File: config.mk
export PLATFORM = sky130hd
export DESIGN_NAME = div_flat
export DESIGN_NICKNAME = d
export VERILOG_FILES = /design/src/rtl/div_pkg.sv /design/src/rtl/div_if.sv /design/src/rtl/div_step.sv /design/src/rtl/div.sv /design/src/flat_wrapper.sv
export SDC_FILE = /design/constraint.sdc
export NUM_CORES = 1
export LEC_CHECK = 0
export BUFFER_PORTS_ARGS = -buffer_cell sky130_fd_sc_hd__buf_4
export CAP_MARGIN = 20
export CORE_ASPECT_RATIO = 0.7
export CORE_MARGIN = 2
export CORE_UTILIZATION = 35
export DETAILED_ROUTE_END_ITERATION = 8
export PLACE_DENSITY = 0.59
export SYNTH_ARGS = -nofsm -noshare
export SYNTH_HDL_FRONTEND = slang
export SYNTH_SLANG_ARGS = --single-unit
File: constraint.sdc
create_clock -name clk -period 11.3 [get_ports clk]
set_clock_uncertainty 0.1 [all_clocks]
set_input_delay 0 -clock clk [delete_from_list [all_inputs] [get_ports clk]]
set_output_delay 0 -clock clk [all_outputs]
set_load 0.01 [all_outputs]
File: src/rtl/div_pkg.sv
// Shared constants and types for the multi-cycle EX-stage divider.
// State and handshake encodings are kept as plain 2-bit/1-bit constants for legacy RTL.
package div_pkg;

  localparam int unsigned RegBus = 32;

  typedef logic [RegBus-1:0] reg_bus_t;

  localparam logic [1:0] DivFree   = 2'b00;
  localparam logic [1:0] DivByZero = 2'b01;
  localparam logic [1:0] DivOn     = 2'b10;
  localparam logic [1:0] DivEnd    = 2'b11;

  localparam logic DivResultReady    = 1'b1;
  localparam logic DivResultNotReady = 1'b0;
  localparam logic DivStart          = 1'b1;
  localparam logic DivStop           = 1'b0;

  localparam logic [7:0] EXE_DIV_OP  = 8'b0001_1010;
  localparam logic [7:0] EXE_DIVU_OP = 8'b0001_1011;

  typedef struct packed {
    reg_bus_t rem;
    reg_bus_t quot;
  } div_result_t;

  function automatic reg_bus_t cond_neg(input reg_bus_t v, input logic en);
    if (en) begin
      return (~v) + 32'd1;
    end else begin
      return v;
    end
  endfunction

endpackage

File: src/rtl/div_if.sv
// EX <-> divider request/response bundle.
// The master side (EX) drives operands and start/annul; the divider answers with result/ready.
interface div_if;
  import div_pkg::*;

  logic        signed_div_i;
  reg_bus_t    opdata1_i;
  reg_bus_t    opdata2_i;
  logic        start_i;
  logic        annul_i;
  logic [63:0] result_o;
  logic        ready_o;

  modport master (
    output signed_div_i,
    output opdata1_i,
    output opdata2_i,
    output start_i,
    output annul_i,
    input  result_o,
    input  ready_o
  );

  modport slave (
    input  signed_div_i,
    input  opdata1_i,
    input  opdata2_i,
    input  start_i,
    input  annul_i,
    output result_o,
    output ready_o
  );

endinterface

File: src/rtl/div_step.sv
// One radix-2 restoring iteration: shift in a dividend bit, trial-subtract the divisor.
// Bit 32 of the 33-bit difference is the borrow that decides the quotient bit.
module div_step
  import div_pkg::*;
(
  input  reg_bus_t rem_i,
  input  logic     dvd_bit_i,
  input  reg_bus_t divisor_i,
  output reg_bus_t rem_o,
  output logic     q_bit_o
);

  logic [32:0] shifted_s;
  logic [32:0] diff_s;

  assign shifted_s = {rem_i, dvd_bit_i};
  assign diff_s    = shifted_s - {1'b0, divisor_i};

  // Restore on borrow, otherwise keep the difference.
  always_comb begin
    rem_o   = shifted_s[31:0];
    q_bit_o = 1'b0;
    if (diff_s[32] == 1'b0) begin
      rem_o   = diff_s[31:0];
      q_bit_o = 1'b1;
    end else begin
      rem_o   = shifted_s[31:0];
      q_bit_o = 1'b0;
    end
  end

endmodule

File: src/rtl/div.sv
// Multi-cycle 32-bit signed/unsigned divider, one quotient bit per clock.
// Result is {remainder, quotient}; ready_o stays high while EX keeps start_i asserted.
module div
  import div_pkg::*;
(
  input  logic clk,
  input  logic rst,
  div_if.slave bus
);

  logic [1:0]  state_q,    state_d;
  logic [5:0]  cnt_q,      cnt_d;
  reg_bus_t    dividend_q, dividend_d;
  reg_bus_t    divisor_q,  divisor_d;
  reg_bus_t    rem_q,      rem_d;
  reg_bus_t    quot_q,     quot_d;
  logic        dvd_neg_q,  dvd_neg_d;
  logic        dsr_neg_q,  dsr_neg_d;
  logic        signed_q,   signed_d;
  div_result_t result_q,   result_d;
  logic        ready_q,    ready_d;

  reg_bus_t    step_rem_s;
  logic        step_q_s;
  reg_bus_t    quot_next_s;
  logic        dvd_neg_s;
  logic        dsr_neg_s;
  logic        accept_s;

  div_step u_step (
    .rem_i     (rem_q),
    .dvd_bit_i (dividend_q[31]),
    .divisor_i (divisor_q),
    .rem_o     (step_rem_s),
    .q_bit_o   (step_q_s)
  );

  assign quot_next_s = {quot_q[30:0], step_q_s};
  assign dvd_neg_s   = bus.signed_div_i & bus.opdata1_i[31];
  assign dsr_neg_s   = bus.signed_div_i & bus.opdata2_i[31];
  assign accept_s    = (bus.start_i == DivStart) && (bus.annul_i == 1'b0);

  // Next-state and datapath control for the divide FSM.
  always_comb begin
    state_d    = state_q;
    cnt_d      = cnt_q;
    dividend_d = dividend_q;
    divisor_d  = divisor_q;
    rem_d      = rem_q;
    quot_d     = quot_q;
    dvd_neg_d  = dvd_neg_q;
    dsr_neg_d  = dsr_neg_q;
    signed_d   = signed_q;
    result_d   = result_q;
    ready_d    = ready_q;

    case (state_q)
      DivFree: begin
        ready_d = DivResultNotReady;
        if (accept_s) begin
          if (bus.opdata2_i == 32'd0) begin
            state_d = DivByZero;
          end else begin
            signed_d   = bus.signed_div_i;
            dvd_neg_d  = dvd_neg_s;
            dsr_neg_d  = dsr_neg_s;
            dividend_d = cond_neg(bus.opdata1_i, dvd_neg_s);
            divisor_d  = cond_neg(bus.opdata2_i, dsr_neg_s);
            rem_d      = 32'd0;
            quot_d     = 32'd0;
            cnt_d      = 6'd0;
            state_d    = DivOn;
          end
        end else begin
          state_d = DivFree;
        end
      end

      DivByZero: begin
        result_d = '{rem: 32'd0, quot: 32'd0};
        ready_d  = DivResultReady;
        state_d  = DivEnd;
      end

      DivOn: begin
        if (bus.annul_i) begin
          ready_d = DivResultNotReady;
          cnt_d   = 6'd0;
          state_d = DivFree;
        end else begin
          rem_d      = step_rem_s;
          quot_d     = quot_next_s;
          dividend_d = {dividend_q[30:0], 1'b0};
          cnt_d      = cnt_q + 6'd1;
          // Magnitudes are unsigned; signs are restored only on the last bit.
          if (cnt_q == 6'd31) begin
            result_d.rem  = cond_neg(step_rem_s, signed_q & dvd_neg_q);
            result_d.quot = cond_neg(quot_next_s, signed_q & (dvd_neg_q ^ dsr_neg_q));
            ready_d       = DivResultReady;
            state_d       = DivEnd;
          end else begin
            state_d = DivOn;
          end
        end
      end

      DivEnd: begin
        if (bus.start_i == DivStop) begin
          result_d = '{rem: 32'd0, quot: 32'd0};
          ready_d  = DivResultNotReady;
          state_d  = DivFree;
        end else begin
          state_d = DivEnd;
        end
      end

      default: begin
        result_d = '{rem: 32'd0, quot: 32'd0};
        ready_d  = DivResultNotReady;
        cnt_d    = 6'd0;
        state_d  = DivFree;
      end
    endcase
  end

  // State registers with synchronous active-low reset.
  always_ff @(posedge clk) begin
    if (!rst) begin
      state_q    <= DivFree;
      cnt_q      <= 6'd0;
      dividend_q <= 32'd0;
      divisor_q  <= 32'd0;
      rem_q      <= 32'd0;
      quot_q     <= 32'd0;
      dvd_neg_q  <= 1'b0;
      dsr_neg_q  <= 1'b0;
      signed_q   <= 1'b0;
      result_q   <= '{rem: 32'd0, quot: 32'd0};
      ready_q    <= DivResultNotReady;
    end else begin
      state_q    <= state_d;
      cnt_q      <= cnt_d;
      dividend_q <= dividend_d;
      divisor_q  <= divisor_d;
      rem_q      <= rem_d;
      quot_q     <= quot_d;
      dvd_neg_q  <= dvd_neg_d;
      dsr_neg_q  <= dsr_neg_d;
      signed_q   <= signed_d;
      result_q   <= result_d;
      ready_q    <= ready_d;
    end
  end

  assign bus.result_o = result_q;
  assign bus.ready_o  = ready_q;

endmodule

File: src/flat_wrapper.sv
// flat-port wrapper written by rule: the top's interface ports become plain ports
module div_flat import div_pkg::*;
  (clk, rst, bus_signed_div_i, bus_opdata1_i, bus_opdata2_i, bus_start_i, bus_annul_i, bus_result_o, bus_ready_o);
  div_if bus_i ();
  input  logic clk;
  input  logic rst;
  input wire logic [$bits(bus_i.signed_div_i)-1:0] bus_signed_div_i;
  input wire logic [$bits(bus_i.opdata1_i)-1:0] bus_opdata1_i;
  input wire logic [$bits(bus_i.opdata2_i)-1:0] bus_opdata2_i;
  input wire logic [$bits(bus_i.start_i)-1:0] bus_start_i;
  input wire logic [$bits(bus_i.annul_i)-1:0] bus_annul_i;
  output wire logic [$bits(bus_i.result_o)-1:0] bus_result_o;
  output wire logic [$bits(bus_i.ready_o)-1:0] bus_ready_o;
  assign bus_i.signed_div_i = bus_signed_div_i;
  assign bus_i.opdata1_i = bus_opdata1_i;
  assign bus_i.opdata2_i = bus_opdata2_i;
  assign bus_i.start_i = bus_start_i;
  assign bus_i.annul_i = bus_annul_i;
  assign bus_result_o = bus_i.result_o;
  assign bus_ready_o = bus_i.ready_o;
  div u_core (.clk(clk), .rst(rst), .bus(bus_i));
endmodule
==> summary.md, run 1 <==
| Metric | Value |
|---|---|
| Layout cells sized above 1 | `11.5%` |
| Mapped Nets | `1812` |
| Least-Margin Pin Slew | `1.08 ns` |
| Pre-CTS setup slack | `5.61 ns` |
| Global-route met1 utilization | `35.7%` |
| Reg power frac | `40.8%` |
| Post-synthesis register bit count | `203` |
| Root Driver | `clkbuf_16` |
| Post-synth EDFFs | `0` |
| Final WS setup | `5.50 ns` |
| CP required | `11.58 ns` |
| RSZ-0062 raised after global routing | `no` |
| Final Max Tran Viols | `0` |
| Ys async rst share | `0%` |
| Fin area | `15700 um^2` |
| Ys Warns | `0` |
| Largest net degree at the start of global routing | `101` |
| CORE AREA | `36100 um^2` |
| Crit Path Max Fanout | `41` |
| Max transition margin | `27.8%` |
| PwrDens | `116 nW/um^2` |
| First-pass GRT wire length | `66700 um` |
| RD Place Congestion | `0.902` |
| Top FF cell, synth | `dfxtp_1` |
| CTS Sinks | `203` |
| Cell Area, Placed | `14100 um^2` |
| Remaining DRCs | `0` |
| Antenna violations before repair | `0` |
| Power share of the clock group | `38.8%` |
| Tcrit/Tclk final | `51.4%` |
| Setup Fix Bufs, Post-CTS | `0` |
| Critical path capture point type | `flip-flop` |
| Hold Violations, Final | `0` |
| CTS H-tree lvls | `1` |
| WL/cell | `18.2 um` |
| Multi-input gate area | `8210 um^2` |
| Outcome | `finished, final reports clean` |
| Die H | `165 um` |
| Final setup vio count | `0` |
| Top Ports | `134` |
| GR Util met3 | `4.39%` |
| CTS tree | `done` |
| Critical Path Start Type | `flip-flop` |
| DR pass1 iterations | `5` |
| Post-Route WL | `42600 um` |
| Diode count | `0` |
| Tmin final | `5.80 ns` |
| Post-DRT Antenna Nets | `0` |
| Switching Fraction | `30.3%` |
| Logic pwr share | `20.3%` |
| Avg Vias per Cell | `5.48` |
| Crit Path Category | `reg2reg` |
| Gr busiest metal | `met1` |
| # nets final | `1955` |
| Clock Latency Late Sink | `0.53 ns` |
| Filler cells | `3706` |
| Netlist cell types | `83` |
| Psw | `0.000549 W` |
| Gr usage total | `21.8%` |
| Starting Density | `35.7%` |
| Synth-to-Final Area Change | `21.3%` |
| Grt met2 use | `28.9%` |
| Die Area | `38400 um^2` |
| Worst Path Arrival | `6.09 ns` |
| Leakage power | `6.10 nW` |
| Total chip power | `0.00181 W` |
| Die X | `233 um` |
| Final core utilization | `43.3%` |
| PortBufs | `133` |
| Worst IR Drop VDD | `93.4 uV` |
| Max Freq | `172 MHz` |
| 1st-iter DRT viols | `1212` |
| MaxCap Viol Count | `0` |
| Maximum buffer depth of the clock tree | `3` |
| Pint | `0.00126 W` |
| Vias in the first global route | `11.7k` |
| Row count | `58` |
| Flip-flop and latch area | `4060 um^2` |
| Total gr overflow | `0` |
| Cells after Synth | `1701` |
| Hold WC Path Type | `in2reg` |
| CTS clock-pin slew for the worst setup and hold paths | `0.07 ns` |
| Mapped Area | `12900 um^2` |
| Post-DP HPWL | `31500 um` |
| Vias | `12.8k` |
| Fin Setup TNS | `0 ns` |
| CTS buffer count | `22` |
| Synth Area per Inst | `7.58 um^2` |
| Sequential-to-total area share from yosys stat | `31.5%` |
-- flip-flops by register name, summed over array words and instances (netlist names) --
name / cells
u_core.bus.result_o: 64
u_core.dividend_q: 32
u_core.divisor_q: 32
u_core.rem_q: 32
u_core.quot_q: 31
u_core.cnt_q: 6
u_core.state_q: 2
u_core.bus.ready_o: 1
u_core.dsr_neg_q: 1
u_core.dvd_neg_q: 1
u_core.signed_q: 1
-- through the flow --
step                      instances  hold WS, ns
after CTS                      2338      0.00735
after detailed placement       2221        0.196
after floorplan                1701       0.0360
after global placement         2221        0.188
final                          2339       0.0367
after global routing           2339       0.0708
-- power groups by stage --
stage / combinational, W / clock (W) / sequential, W
after detailed placement: 0.000337 / 0 / 0.000756
final: 0.000369 / 0.000704 / 0.000740
after floorplan: 0.000234 / 0 / 0.000754
after global routing: 0.000404 / 0.000751 / 0.000741
after CTS: 0.000362 / 0.000718 / 0.000740
after global placement: 0.000337 / 0 / 0.000755
-- timing repair --
item,4_1_cts,5_1_grt
hold buffers,78,0
endpoints found under the hold margin,95,0
gates resized for setup,0,0
-- worst paths after layout --
kind / from / endpoint / slack, ns / cells past startpoint
worst max-delay path: u_core.rem_q[10]$_SDFFE_PN0P_ / u_core.bus.result_o[62]$_SDFFE_PN0P_ / 5.50 / 20
worst min register to register: u_core.divisor_q[25]$_SDFFE_PN0P_ / u_core.divisor_q[25]$_SDFFE_PN0P_ / 0.35 / 2
worst min-delay path: bus_opdata1_i[6] / u_core.dividend_q[6]$_SDFFE_PN0P_ / 0.04 / 7
worst max register to register: u_core.rem_q[10]$_SDFFE_PN0P_ / u_core.bus.result_o[62]$_SDFFE_PN0P_ / 5.50 / 20
-- critical path, stage by stage, from the launching register on --
cell	delay [ns]
dfxtp_1	0.36
ha_1	0.45
a21oi_1	0.23
o21ai_0	0.17
a211oi_1	0.61
a21oi_4	0.14
o21a_2	0.29
nor2_4	0.11
buf_4	0.51
inv_4	0.29
nand2_1	0.14
o21ai_0	0.17
inv_1	0.09
ha_1	0.22
nand3_1	0.16
nor4b_1	0.48
a21oi_1	0.16
nor4_2	0.44
nor2_1	0.14
nor3_1	0.27
o31ai_2	0.09
-- cell type report --
class | count | area share, %
Sequential cell | 203 | 26.0
Multi-Input combinational cell | 1341 | 52.4
Clock inverter | 7 | 0.360
Clock buffer | 32 | 4.08
Tap cell | 480 | 3.84
Inverter | 55 | 1.35
Timing Repair Buffer | 221 | 12.0
-- synthesized netlist by cell type (all sizes together) (21+ instances only) --
master / number / area, um^2
buf: 28 / 169
inv: 55 / 209
ha: 41 / 513
nand3: 23 / 115
a21oi: 165 / 841
nor2: 292 / 1110
xnor2: 44 / 385
a211oi: 39 / 293
nand2: 128 / 483
nor3: 39 / 205
nor2b: 26 / 163
mux2i: 34 / 340
nor4: 22 / 150
a22oi: 72 / 541
o21ai: 107 / 543
xor2: 90 / 788
clkbuf: 74 / 278
or3: 21 / 131
dfxtp: 203 / 4060
-- per-layer routing --
layer / wire length, um / vias up / part of all wire, %
met5: 0 / - / 0
met4: 510 / 0 / 1.2
met3: 3690 / 42 / 8.7
met2: 15800 / 478 / 37
met1: 22500 / 5979 / 53
li1: - / 6328 / -
-- cells by family after synthesis --
logic type               Yosys count  synth area share [%]
adder cells (fa/ha/maj)           42                  4.13
flip-flops                       203                  31.5
AO/OA/AOI/OAI                    504                  25.0
AND/OR/NAND/NOR                  624                  22.3
buffers and inverters            157                  5.08
XOR/XNOR                         134                  9.10
multiplexers                      37                  2.90
-- placed cells by master, fill, tap and decap left out, types with 6 or more instances in the layout --
master           n
nand3_1         22
o21a_1           8
xnor2_1         44
nand2b_1         8
and2_1          15
a21boi_0         6
nor2b_1         26
dfxtp_1        203
nor4_1          20
o21ai_0         94
o41ai_1          9
inv_1           53
nand2_1        126
a21o_1          18
or3_1           21
mux2i_1         34
a22oi_1         72
nor2_1         288
o21ai_1         11
and3_1           8
clkbuf_16       22
o31ai_1         11
a21oi_1        162
a211oi_1        39
a31oi_1         12
ha_1            40
o211ai_1         9
or4_1            9
nor3_1          36
xor2_1          90
buf_4          142
dlygate4sd3_1   78
nand4_1         10
Power figures use the tool's default switching activity.
==> inputs of run 2 (changes only) <==
- clock period: 11.3 -> 5.9 ns (I/O delays scaled with it)
==> summary.md, run 2 (synthesis gave the netlist of run 1 again) <==
| Metric | Value |
|---|---|
| Outcome | `finished, final reports clean` |
| Worst IR Drop VDD | `168 uV` |
| Layout cells sized above 1 | `12.1%` |
| Crit Path Category | `reg2reg` |
| WL/cell | `18.5 um` |
| Worst Path Arrival | `5.66 ns` |
| Most frequent cells in the layout | `nor2_1, dfxtp_1, a21oi_1` |
| Hold WC Path Type | `in2reg` |
| Die X | `233 um` |
| Post-Route WL | `43600 um` |
| Post-DRT Antenna Nets | `0` |
| DR pass1 iterations | `5` |
| Hold Violations, Final | `0` |
| RSZ-0062 raised after global routing | `no` |
| Starting Density | `35.7%` |
| # nets final | `1965` |
| CTS clock-pin slew for the worst setup and hold paths | `0.07 ns` |
| CTS buffer count | `22` |
| Hold path cells | `5` |
| Vias | `13.1k` |
| Largest net degree at the start of global routing | `80` |
| Diode count | `0` |
| Antenna violations before repair | `0` |
| Synth-to-Final Area Change | `22.5%` |
| RD Place Congestion | `0.921` |
| Final core utilization | `43.7%` |
| Max Freq | `187 MHz` |
| Total gr overflow | `0` |
| Crit Path Max Fanout | `18` |
| Gr usage total | `22.2%` |
| Clock Latency Late Sink | `0.54 ns` |
| CORE AREA | `36100 um^2` |
| Maximum buffer depth of the clock tree | `3` |
| CP required | `6.20 ns` |
| Post-DP HPWL | `32400 um` |
| CTS Sinks | `203` |
| Row count | `58` |
| Die Area | `38400 um^2` |
| Critical path capture point type | `flip-flop` |
| PwrDens | `231 nW/um^2` |
| Least-Margin Pin Slew | `0.968 ns` |
| Flip-flop and latch area | `4060 um^2` |
| Tcrit/Tclk final | `90.8%` |
| Max FFs per register | `64` |
| Max transition margin | `35.3%` |
| R2R cell count | `22` |
| CTS H-tree lvls | `1` |
| Tmin final | `5.36 ns` |
| Top Ports | `134` |
| Avg Vias per Cell | `5.58` |
| 1st-iter DRT viols | `1360` |
| CTS tree | `done` |
| MaxCap Viol Count | `0` |
| Fin Setup TNS | `0 ns` |
| PortBufs | `133` |
| Multi-input gate area | `8210 um^2` |
| Root Driver | `clkbuf_16` |
| First-pass GRT wire length | `67800 um` |
| Filler cells | `3688` |
| Vias in the first global route | `11.8k` |
| Final setup vio count | `0` |
| Critical Path Start Type | `flip-flop` |
| Remaining DRCs | `0` |
| Leakage power | `6.17 nW` |
| Worst hold slack | `0.0916 ns` |
| Final Max Tran Viols | `0` |
| Commonest non-fill, non-tap cell in the layout | `nor2_1` |
| Die H | `165 um` |
==> run 2: cell type report <==
class	count	area share, %
multi-input combinational	1341	51.9
sequential	203	25.7
timing repair buffer	231	12.2
clock buffer	30	4.05
tap	480	3.80
inverter	55	1.34
clock inverter	10	0.942
==> run 2: path summary, 6_finish.rpt <==
check                                                             to  slack (ns)                                  from
worst max-delay path            u_core.bus.result_o[52]$_SDFFE_PN0P_        0.54     u_core.divisor_q[11]$_SDFFE_PN0P_
worst min-delay path              u_core.dividend_q[31]$_SDFFE_PN0P_        0.09                     bus_opdata1_i[31]
worst min register to register  u_core.bus.result_o[31]$_SDFFE_PN0P_        0.35  u_core.bus.result_o[31]$_SDFFE_PN0P_
worst max register to register  u_core.bus.result_o[52]$_SDFFE_PN0P_        0.54     u_core.divisor_q[11]$_SDFFE_PN0P_
==> run 2: power by group <==
part | internal [W] | leakage [nW] | switching (W)
combinational | 0.000266 | 4.15 | 0.000452
sequential | 0.00140 | 1.64 | 0.0000146
clock | 0.000898 | 0.383 | 0.000615
==> run 2: timing repair <==
item | in CTS | in global routing
hold buffers | 80 | 0
buffers inserted | 0 | 0
resized for setup | 0 | 0
hold endpoints to repair | 96 | 0
==> run 2: per-stage QoR <==
stage / setup slack [ns] / power [W] / cells / area [um^2]
after global placement: 0.771 / 0.00210 / 2230 / 14200
after CTS: 0.617 / 0.00366 / 2350 / 15800
after detailed placement: 0.604 / 0.00210 / 2230 / 14200
after global routing: 0.143 / 0.00379 / 2350 / 15800
after floorplan: 1.15 / 0.00189 / 1701 / 12900
final: 0.543 / 0.00365 / 2350 / 15800
==> run 2: worst max-delay path, stage by stage (launching register included) <==
cell and delay (ns):
dfxtp_1 0.32, inv_1 0.06, ha_1 0.42, a21oi_1 0.22, o21ai_0 0.17, a211oi_1 0.62
a21oi_4 0.14, o21a_2 0.29, nor2_4 0.49, inv_4 0.13, nand2_1 0.09, o21ai_0 0.16
inv_1 0.10, ha_1 0.22, nand2_1 0.10, nor3_1 0.25, nand3_1 0.13, a2111oi_0 0.39
a31oi_1 0.15, or2_1 0.29, o21ai_1 0.17, xnor2_1 0.14, o21ai_1 0.07
==> run 2: metal layers <==
metal,vias to the layer above,track usage [%],part of all wire (%)
li1,6365,-,-
met1,6149,36.3,52
met2,539,29.1,37
met3,59,4.80,9.6
met4,0,3.39,1.3
met5,-,0,0
